`config.mk`:
```
export PLATFORM = sky130hd
export DESIGN_NAME = if_fetch
export DESIGN_NICKNAME = d
export VERILOG_FILES = /design/src/rtl/if_pkg.sv /design/src/rtl/fetch_fifo.sv /design/src/rtl/if_fetch.sv
export SDC_FILE = /design/constraint.sdc
export NUM_CORES = 1
export LEC_CHECK = 0
export BUFFER_PORTS_ARGS = -buffer_cell sky130_fd_sc_hd__buf_2
export CORE_UTILIZATION = 55
export DETAILED_ROUTE_END_ITERATION = 10
export PLACE_DENSITY = 0.8
export SLEW_MARGIN = 10
export SYNTH_ARGS = -nofsm -noshare
export SYNTH_HDL_FRONTEND = slang
export SYNTH_SLANG_ARGS = --single-unit
```
`constraint.sdc`:
```
create_clock -name clk -period 7.99 [get_ports clk]
set_clock_uncertainty 0.15 [all_clocks]
set_input_delay 1.598 -clock clk [delete_from_list [all_inputs] [get_ports clk]]
set_output_delay 1.598 -clock clk [all_outputs]
set_load 0.01 [all_outputs]
```
`src/rtl/if_pkg.sv`:
```
// Shared types and defaults for the instruction-fetch stage.
package if_pkg;

    localparam logic [31:0] RESET_PC_DEF   = 32'h0000_0000;
    localparam int unsigned FIFO_DEPTH_DEF = 2;

    typedef enum logic [1:0] {
        FETCH = 2'd0,
        WAIT  = 2'd1,
        DROP  = 2'd2
    } fetch_state_t;

    typedef struct packed {
        logic [31:0] pc;
        logic [31:0] instr;
    } fetch_entry_t;

endpackage

```
`src/rtl/fetch_fifo.sv`:
```
// Two-entry fetch buffer: push/pop/flush with an occupancy count.
// Flush wins over push and pop; a push while full is accepted only alongside a pop.
module fetch_fifo
    import if_pkg::*;
(
    input  logic        clk,
    input  logic        rst,
    input  logic        push,
    input  logic        pop,
    input  logic        flush,
    input  logic [63:0] din,
    output logic [63:0] head,
    output logic [1:0]  count
);

    fetch_entry_t mem [2];
    logic         rd_ptr;
    logic         wr_ptr;
    logic         do_push;
    logic         do_pop;

    assign do_pop  = pop && (count != 2'd0);
    assign do_push = push && ((count != 2'd2) || do_pop);
    // With two slots the free slot is the head slot when empty or full, the other one otherwise.
    assign wr_ptr  = rd_ptr ^ count[0];
    assign head    = (count == 2'd0) ? '0 : mem[rd_ptr];

    always_ff @(posedge clk) begin
        if (do_push && !flush) begin
            mem[wr_ptr] <= fetch_entry_t'(din);
        end
    end

    always_ff @(posedge clk) begin
        if (!rst || flush) begin
            rd_ptr <= 1'b0;
            count  <= '0;
        end else begin
            if (do_pop) begin
                rd_ptr <= ~rd_ptr;
            end
            case ({do_push, do_pop})
                2'b10:   count <= count + 2'd1;
                2'b01:   count <= count - 2'd1;
                default: count <= count;
            endcase
        end
    end

endmodule

```
`src/rtl/if_fetch.sv`:
```
// Instruction-fetch stage: single-outstanding memory request FSM feeding a 2-entry buffer.
module if_fetch
    import if_pkg::*;
#(
    parameter logic [31:0] RESET_PC   = RESET_PC_DEF,
    parameter int unsigned FIFO_DEPTH = FIFO_DEPTH_DEF
) (
    input  logic        clk,
    input  logic        rst,
    output logic        imem_req,
    output logic [31:0] imem_addr,
    input  logic        imem_gnt,
    input  logic        imem_rvalid,
    input  logic [31:0] imem_rdata,
    input  logic        redirect,
    input  logic [31:0] redirect_pc,
    input  logic        stall,
    output logic [31:0] PC_out,
    output logic [31:0] Instr_out,
    output logic        valid_out
);

    fetch_state_t state, state_nx;
    logic [31:0]  fetch_pc, fetch_pc_nx;
    logic [31:0]  req_pc, req_pc_nx;
    logic [31:0]  redirect_aligned;
    logic         push;
    logic         pop;
    logic [63:0]  head;
    logic [1:0]   count;
    fetch_entry_t push_entry;

    assign redirect_aligned = redirect_pc & ~32'd3;
    assign push_entry       = '{pc: req_pc, instr: imem_rdata};

    always_ff @(posedge clk) begin
        if (!rst) begin
            state    <= FETCH;
            fetch_pc <= RESET_PC;
            req_pc   <= RESET_PC;
        end else begin
            state    <= state_nx;
            fetch_pc <= fetch_pc_nx;
            req_pc   <= req_pc_nx;
        end
    end

    always_comb begin
        state_nx    = state;
        fetch_pc_nx = fetch_pc;
        req_pc_nx   = req_pc;
        push        = 1'b0;
        // Space check counts the in-flight response so a full buffer never overflows.
        imem_req    = rst && (state == FETCH) && !redirect &&
                      ((32'(count) + 32'(state != FETCH)) < FIFO_DEPTH);
        imem_addr   = fetch_pc;

        case (state)
            FETCH: begin
                if (redirect) begin
                    fetch_pc_nx = redirect_aligned;
                end else if (imem_req && imem_gnt) begin
                    state_nx    = WAIT;
                    req_pc_nx   = fetch_pc;
                    fetch_pc_nx = fetch_pc + 32'd4;
                end
            end
            WAIT: begin
                if (redirect) begin
                    fetch_pc_nx = redirect_aligned;
                    state_nx    = imem_rvalid ? FETCH : DROP;
                end else if (imem_rvalid) begin
                    push     = 1'b1;
                    state_nx = FETCH;
                end
            end
            DROP: begin
                if (redirect) begin
                    fetch_pc_nx = redirect_aligned;
                end
                if (imem_rvalid) begin
                    state_nx = FETCH;
                end
            end
            default: begin
                state_nx = FETCH;
            end
        endcase
    end

    assign valid_out = (count != 2'd0);
    assign pop       = valid_out && !stall && !redirect;
    assign PC_out    = head[63:32];
    assign Instr_out = head[31:0];

    fetch_fifo u_fifo (
        .clk   (clk),
        .rst   (rst),
        .push  (push),
        .pop   (pop),
        .flush (redirect),
        .din   (push_entry),
        .head  (head),
        .count (count)
    );

endmodule

```
==> results of run 1 <==
==> cells by family (layout without fill, tap and decap cells) <==
kind of cell	Yosys count	count (layout)
and+or+nand+nor	270	270
muxes	67	67
xor gates and xnor gates	1	1
AOI/OAI and AO/OA	135	135
adders and majority gates	5	5
DFF	190	190
other	1	4
buffers and inverters	60	209
==> worst reg2reg max path, stage by stage, from the launching register on <==
cell,delay [ns]
dfxtp_1,0.49
ha_1,0.29
nand4_2,0.18
nor3_1,1.03
nand3_1,0.17
or4_1,0.54
a31oi_1,0.17
==> power by group <==
group          internal, mW  leakage, nW  total [mW]  switching [mW]
Combinational        0.0509         1.58       0.131          0.0798
Clock                 0.468        0.267       0.812           0.344
Sequential             1.06         1.74        1.09          0.0273
==> registers in the layout (all words and copies together), names as in the netlist, named ones only <==
| name | flops |
|---|---|
| state | 2 |
| u_fifo.count | 2 |
| u_fifo.mem | 124 |
| imem_addr | 30 |
| req_pc | 30 |
| u_fifo.rd_ptr | 1 |
==> placed cells by master (no fill, tap or decap), types with 3 or more instances in the layout <==
cell	n
nand4_2	3
ha_1	5
o22ai_1	7
nor3_2	5
o21ai_0	21
and3_1	5
conb_1	4
clkinvlp_4	4
dfxtp_1	65
buf_4	6
nor4_1	3
nand3_1	19
and2_1	7
edfxtp_1	124
nand2_1	99
clkbuf_16	17
a21oi_1	63
clkbuf_1	4
a31oi_1	9
nor3_1	12
clkinv_2	3
buf_2	161
a21o_1	4
nand4_1	7
nor2_1	87
a22oi_1	4
or3_1	5
inv_1	8
mux2i_1	66
o31a_1	5
==> worst max-delay path by stage <==
| stage | start | end | slack [ns] | cells after the start |
|---|---|---|---|---|
| after CTS | rst | imem_req | 3.69 | 3 |
| final | rst | imem_req | 3.67 | 3 |
| after global routing | rst | imem_req | 3.65 | 3 |
| after floorplan | redirect | u_fifo.mem[1][0] | 1.21 | 2 |
| after global placement | rst | imem_req | 3.71 | 3 |
| after detailed placement | rst | imem_req | 3.69 | 3 |
==> Yosys cell counts (6+ instances only) <==
library cell / number
buf_1: 6
a21oi_1: 63
clkbuf_1: 30
dfxtp_1: 66
o21ai_0: 21
nand3_1: 19
nor3_1: 14
inv_1: 8
mux2i_1: 66
nand4_1: 7
a31oi_1: 9
o22ai_1: 7
nand2_1: 99
buf_2: 9
and2_1: 7
edfxtp_1: 124
nor2_1: 88
==> final cells by class <==
type	count	area, um^2	share of cell area (%)
timing repair buffer	167	851	8.84
multi-input combinational	482	2890	30.0
inverter	10	37.5	0.390
clock inverter	10	114	1.18
tap	184	230	2.39
clock buffer	22	454	4.72
sequential	190	5050	52.5
==> per-layer routing <==
| layer | GRT usage [%] | up-vias |
|---|---|---|
| li1 | - | 2916 |
| met1 | 30.4 | 2811 |
| met2 | 37.4 | 272 |
| met3 | 6.59 | 34 |
| met4 | 10.0 | 0 |
| met5 | 0 | - |
==> per-stage QoR <==
| step | hold WS, ns | utilization [%] | instance area [um^2] | setup slack, ns |
|---|---|---|---|---|
| 4_1_cts | 0.303 | 66.2 | 9620 | 3.69 |
| 3_3_place_gp | 0.281 | 62.3 | 9050 | 3.71 |
| 5_1_grt | 0.311 | 66.2 | 9620 | 3.65 |
| 2_1_floorplan | 0.275 | - | 8170 | 1.21 |
| 3_5_place_dp | 0.286 | 62.3 | 9050 | 3.69 |
| 6_report | 0.302 | 66.2 | 9620 | 3.67 |
==> results.py, run 1 <==
metrics = {
    "routing": {
        "drc": 0,
        "wl_um": 17900,
        "routed-wl-met2_um": 8290,
        "drt_iter0_drc": 632,
        "route.met3.wl_um": 1620,
        "first_pass_iters": 5,
        "post_drt_wl_per_cell_um": 16.8,
        "ant_nets": 0,
        "vias": 6033,
        "vias_per_cell": 5.66,
        "highest_layer": "met4",
        "wl_met1_um": 7590,
    },
    "critical_path": {
        "crit_chain": "buf_2, and4bb_2, buf_2",
        "arrival_ns": 2.57,
        "startpoint_type": "primary input",
        "cpMostUsedCell": "buf_2",
        "worst_ep_required_time_ns": 6.24,
        "cp.buffers_inverters": 2,
        "r2r_slack_ns": 4.89,
        "r2r_end": "imem_addr[30]",
        "critPathCaptureType": "output port",
        "path_max_fanout": 34,
        "crit_type": "in2out",
        "slowest_delay_ns": 0.50,
        "r2r_start": "imem_addr[2]",
        "cp_top_family": "buffers and inverters",
        "crit_slowest_cell": "buf_2",
        "reg2reg_depth": 6,
    },
    "logic_synthesis": {
        "synth_compound_area_share_pct": 10.3,
        "synth_seq_cells": 190,
        "synth-xor-area-share_pct": 0.107,
        "synth_top_area_share_pct": 45.6,
        "synth_top_family_by_area": "simple AND/OR/NAND/NOR gates",
        "synth_area_leader_cell": "edfxtp_1",
        "synthArstFlopShare_pct": 0,
        "yosys.area_share.simple_pct": 15.6,
        "yosysUniqueCellTypes": 63,
        "syn_inst": 729,
        "synth_fa_ha_area_share_pct": 0.766,
        "synth_area_um2": 8160,
        "avgSynthCellArea_um2": 11.2,
        "synthMuxAreaShare_pct": 8.23,
        "synth_seq_area_share_pct": 61.8,
        "synth_area_leaders": "edfxtp_1 46%, dfxtp_1 16%, mux2i_1 8.1%",
        "synth-edff-count": 124,
        "synthFlopType": "edfxtp_1",
        "yosys_warnings": 0,
    },
    "global_routing": {
        "grt_pass1_vias": 5313,
        "antenna_found_initial": 0,
        "grt_pass1_wl_um": 27100,
        "grt_overflow_total": 0,
        "grt_usage_pct": 23.6,
        "grt_max_degree": 66,
    },
    "layout": {
        "drive_above_1_share_pct": 24.9,
        "diodes": 0,
        "nets": 943,
        "final_cell_count_no_fill": 1065,
        "area_delta_synth_final_pct": 17.9,
        "nFillCells": 1171,
    },
    "cts": {
        "clk_latency_ns": 0.43,
        "post_cts_buffers": 0,
        "cts_hold_buf": 0,
        "cts_root_buf": "clkbuf_16",
        "cts_tree": "built",
        "cts_resized": 0,
        "h-tree-depth": 4,
        "clock_path_buffers": 2,
        "cts_sinks": 190,
        "cts_buffers": 17,
        "clk_pin_slew_ns": 0.06,
    },
    "die": {
        "die_width_um": 124,
        "num_rows": 44,
        "die_h_um": 124,
        "design.core.area_um2": 14500,
        "ioPinCount": 168,
        "die-area_um2": 15300,
        "start_util_pct": 56.2,
    },
    "placement": {
        "place_congestion": 0.856,
        "dp.cells": 1033,
        "dpl.hpwl_um": 11300,
        "numPortBuffers": 161,
    },
    "timing": {
        "max_slew_margin_pct": 17.2,
        "maxSlewViolCount": 0,
        "setup_viol": 0,
        "max_freq_ghz": 0.232,
        "tightest_slew_ns": 1.23,
        "fin_crit_sh_pct": 54.0,
        "rsz0062_at_grt": "no",
        "fin_setup_tns_ns": 0,
        "final_hold_viol_count": 0,
        "layout_min_cycle_time_ns": 4.32,
    },
    "power": {
        "leakage_nw": 3.58,
        "p_total_mw": 2.03,
        "ir_drop_mv": 0.156,
        "power_per_cell_area_nw_per_um2": 211,
    },
    "run_status": {
        "outcome": "completed",
    },
    "min_path": {
        "min_delay_worst_endpoint": "u_fifo.mem[0][37]",
        "holdPathStages": 0,
        "hp-class": "reg2reg",
        "min-delay-start": "req_pc[5]",
    },
    "flow_run": {
        "max_cap_viol_count": 0,
    },
}
Note: power is estimated with default switching activity, not from simulation.
==> run 2: changes to the inputs <==
Settings changed: ABC_AREA from default to 1, CORE_UTILIZATION 55 to 50, PLACE_DENSITY 0.8 to 0.77.
Clock period 7.99 ns to 3.5 ns, I/O delays scaled along.
==> run 2 against run 1 <==
Clock-buffer cell count grew 2. Non-clock buffer count grew 5. Critical path depth grew 2. Die area grew 10%. Flip-flop and latch count is the same. Synthesized cell count grew 24%. Worst setup slack lost 2.9 ns. Utilization shrank 4.8 points. Power grew 130%. Largest power group unchanged. Via count grew 8.6%. Wire length is essentially flat. Final cell count grew 20%.
==> results.py, run 2 <==
metrics = {
    "run_status": {
        "outcome": "completed",
    },
    "min_path": {
        "hp-class": "reg2reg",
        "min_delay_worst_endpoint": "u_fifo.mem[1][46]",
        "holdPathStages": 0,
        "min-delay-start": "req_pc[14]",
    },
    "logic_synthesis": {
        "synthMostInstantiatedCell": "nand2_1",
        "synth_top_area_share_pct": 45.5,
        "synth_compound_area_share_pct": 11.3,
        "synth_common_cells": "288 x nand2_1, 135 x a21oi_1, 124 x edfxtp_1",
        "synth_top_family_by_area": "simple AND/OR/NAND/NOR gates",
        "yosys_warnings": 0,
        "yosys.area_share.simple_pct": 21.2,
        "synthFlopType": "edfxtp_1",
        "syn_inst": 903,
        "synth-edff-count": 124,
        "synth_area_leaders": "edfxtp_1 45%, dfxtp_1 16%, nand2_1 13%",
        "synth_fa_ha_area_share_pct": 0.764,
        "avgSynthCellArea_um2": 9.07,
        "synth_seq_area_share_pct": 61.6,
        "synthArstFlopShare_pct": 0,
        "synth_seq_cells": 190,
        "synth_area_leader_cell": "edfxtp_1",
        "synth-xor-area-share_pct": 0.214,
        "synth_area_um2": 8190,
        "yosysUniqueCellTypes": 32,
        "synthMuxAreaShare_pct": 0.122,
    },
    "critical_path": {
        "critPathCaptureType": "output port",
        "r2r_end": "imem_addr[11]",
        "slowest_delay_ns": 0.37,
        "crit_chain": "inv_2, buf_4, nand2_1, a21oi_1, buf_2",
        "arrival_ns": 1.92,
        "r2r_start": "state[1]",
        "crit_slowest_cell": "buf_4",
        "startpoint_type": "flip-flop",
        "path_max_fanout": 27,
        "r2r_slack_ns": 0.97,
        "worst_ep_required_time_ns": 2.65,
        "reg2reg_depth": 11,
        "crit_type": "reg2out",
    },
    "layout": {
        "nets": 1125,
        "mostFrequentLayoutCells": "288 x nand2_1, 161 x buf_2, 135 x a21oi_1",
        "drive_above_1_share_pct": 20.6,
        "area_delta_synth_final_pct": 19.6,
        "final_cell_count_no_fill": 1279,
        "top_register": "u_fifo.mem",
        "final_util_pct": 61.4,
        "final_area_um2": 9790,
        "largest_reg_flops": 124,
        "final_common_cell": "nand2_1",
        "nFillCells": 1369,
        "diodes": 0,
    },
    "timing": {
        "fin_crit_sh_pct": 79.3,
        "setup_viol": 0,
        "max_slew_margin_pct": 55.5,
        "max_freq_ghz": 0.360,
        "rsz0062_at_grt": "no",
        "maxSlewViolCount": 0,
        "tightest_slew_ns": 0.666,
        "final_hold_viol_count": 0,
        "layout_min_cycle_time_ns": 2.77,
    },
    "cts": {
        "post_cts_buffers": 0,
        "clk_latency_ns": 0.42,
        "clk_pin_slew_ns": 0.06,
        "cts_buffers": 17,
        "h-tree-depth": 4,
        "cts_resized": 0,
        "cts_tree": "built",
        "cts_sinks": 190,
        "cts_hold_buf": 0,
        "clock_path_buffers": 2,
        "cts_root_buf": "clkbuf_16",
    },
    "routing": {
        "ant_nets": 0,
        "first_pass_iters": 5,
        "vias_per_cell": 5.12,
        "wl_um": 17900,
        "vias": 6550,
        "drc": 0,
        "post_drt_wl_per_cell_um": 14.0,
        "drt_iter0_drc": 426,
    },
    "die": {
        "die-area_um2": 16900,
        "ioPinCount": 168,
        "num_rows": 46,
        "design.core.area_um2": 15900,
        "die_width_um": 130,
        "die_h_um": 130,
        "start_util_pct": 51.4,
    },
    "global_routing": {
        "grt_usage_pct": 21.4,
        "grt_pass1_wl_um": 27600,
        "grt_max_degree": 63,
        "grt_overflow_total": 0,
        "grt_pass1_vias": 5641,
        "antenna_found_initial": 0,
    },
    "power": {
        "power_per_cell_area_nw_per_um2": 487,
        "ir_drop_mv": 0.308,
        "leakage_nw": 3.94,
    },
    "placement": {
        "dpl.hpwl_um": 11900,
        "dpl_cell_area_um2": 9180,
        "numPortBuffers": 161,
        "dp.cells": 1247,
        "place_congestion": 0.876,
    },
    "flow_run": {
        "max_cap_viol_count": 0,
    },
}
[run 2: layout make-up]
cell class | count | area [um^2] | area share (%)
Inverter | 42 | 158 | 1.61
Multi-Input combinational cell | 627 | 2800 | 28.6
Clock inverter | 8 | 105 | 1.07
Timing Repair Buffer | 172 | 913 | 9.33
Sequential cell | 190 | 5050 | 51.5
Tap cell | 216 | 270 | 2.76
Clock buffer | 24 | 503 | 5.14
[run 2: where the power goes]
part | switching, mW | internal [mW] | leakage (nW)
combinational | 0.208 | 0.126 | 1.92
sequential | 0.0659 | 2.44 | 1.72
clock | 0.773 | 1.16 | 0.296
total | 1.05 | 3.72 | 3.94
[run 2: worst max-delay path: cells and delay by family, from the launching register on]
family                 cells  cell delay [ns]
buffers and inverters      3             0.89
flip-flops                 1             0.32
AO/OA/AOI/OAI              1             0.20
AND/OR/NAND/NOR            1             0.08
[run 2: cells by family after synthesis]
family | count (synthesis)
other | 1
buffers and inverters | 89
muxes | 1
and+or+nand+nor | 433
AOI/OAI and AO/OA | 182
DFF | 190
adders and majority gates | 5
xor gates and xnor gates | 2
[run 2: metrics by stage]
stage                     hold slack (ns)  setup TNS [ns]  power [mW]  worst slack (ns)
after floorplan                     0.270         -107.74        2.75            -0.869
after global placement              0.281               0        2.87             0.922
after detailed placement            0.284               0        2.88             0.885
after CTS                           0.297               0        4.80             0.668
after global routing                0.300               0        4.93             0.585
final                               0.300               0        4.77             0.725
[run 2: how the worst max path moves through the flow]
stage	startpoint	end	slack (ns)	cells after the start
global route	flip-flop	PC_out[9]	0.58	5
finish	flip-flop	PC_out[22]	0.73	5
CTS	flip-flop	PC_out[22]	0.67	5
detailed placement	redirect	imem_addr[7]	0.88	9
global placement	redirect	imem_addr[5]	0.92	9
floorplan	redirect	u_fifo.mem[0][0]	-0.87	5
[run 2: layer usage]
metal	vias up	routed length, um	track usage [%]
met4	0	299	6.57
met3	23	1260	5.54
li1	3331	-	-
met5	-	0	0
met1	2967	8250	28.5
met2	229	8060	34.4
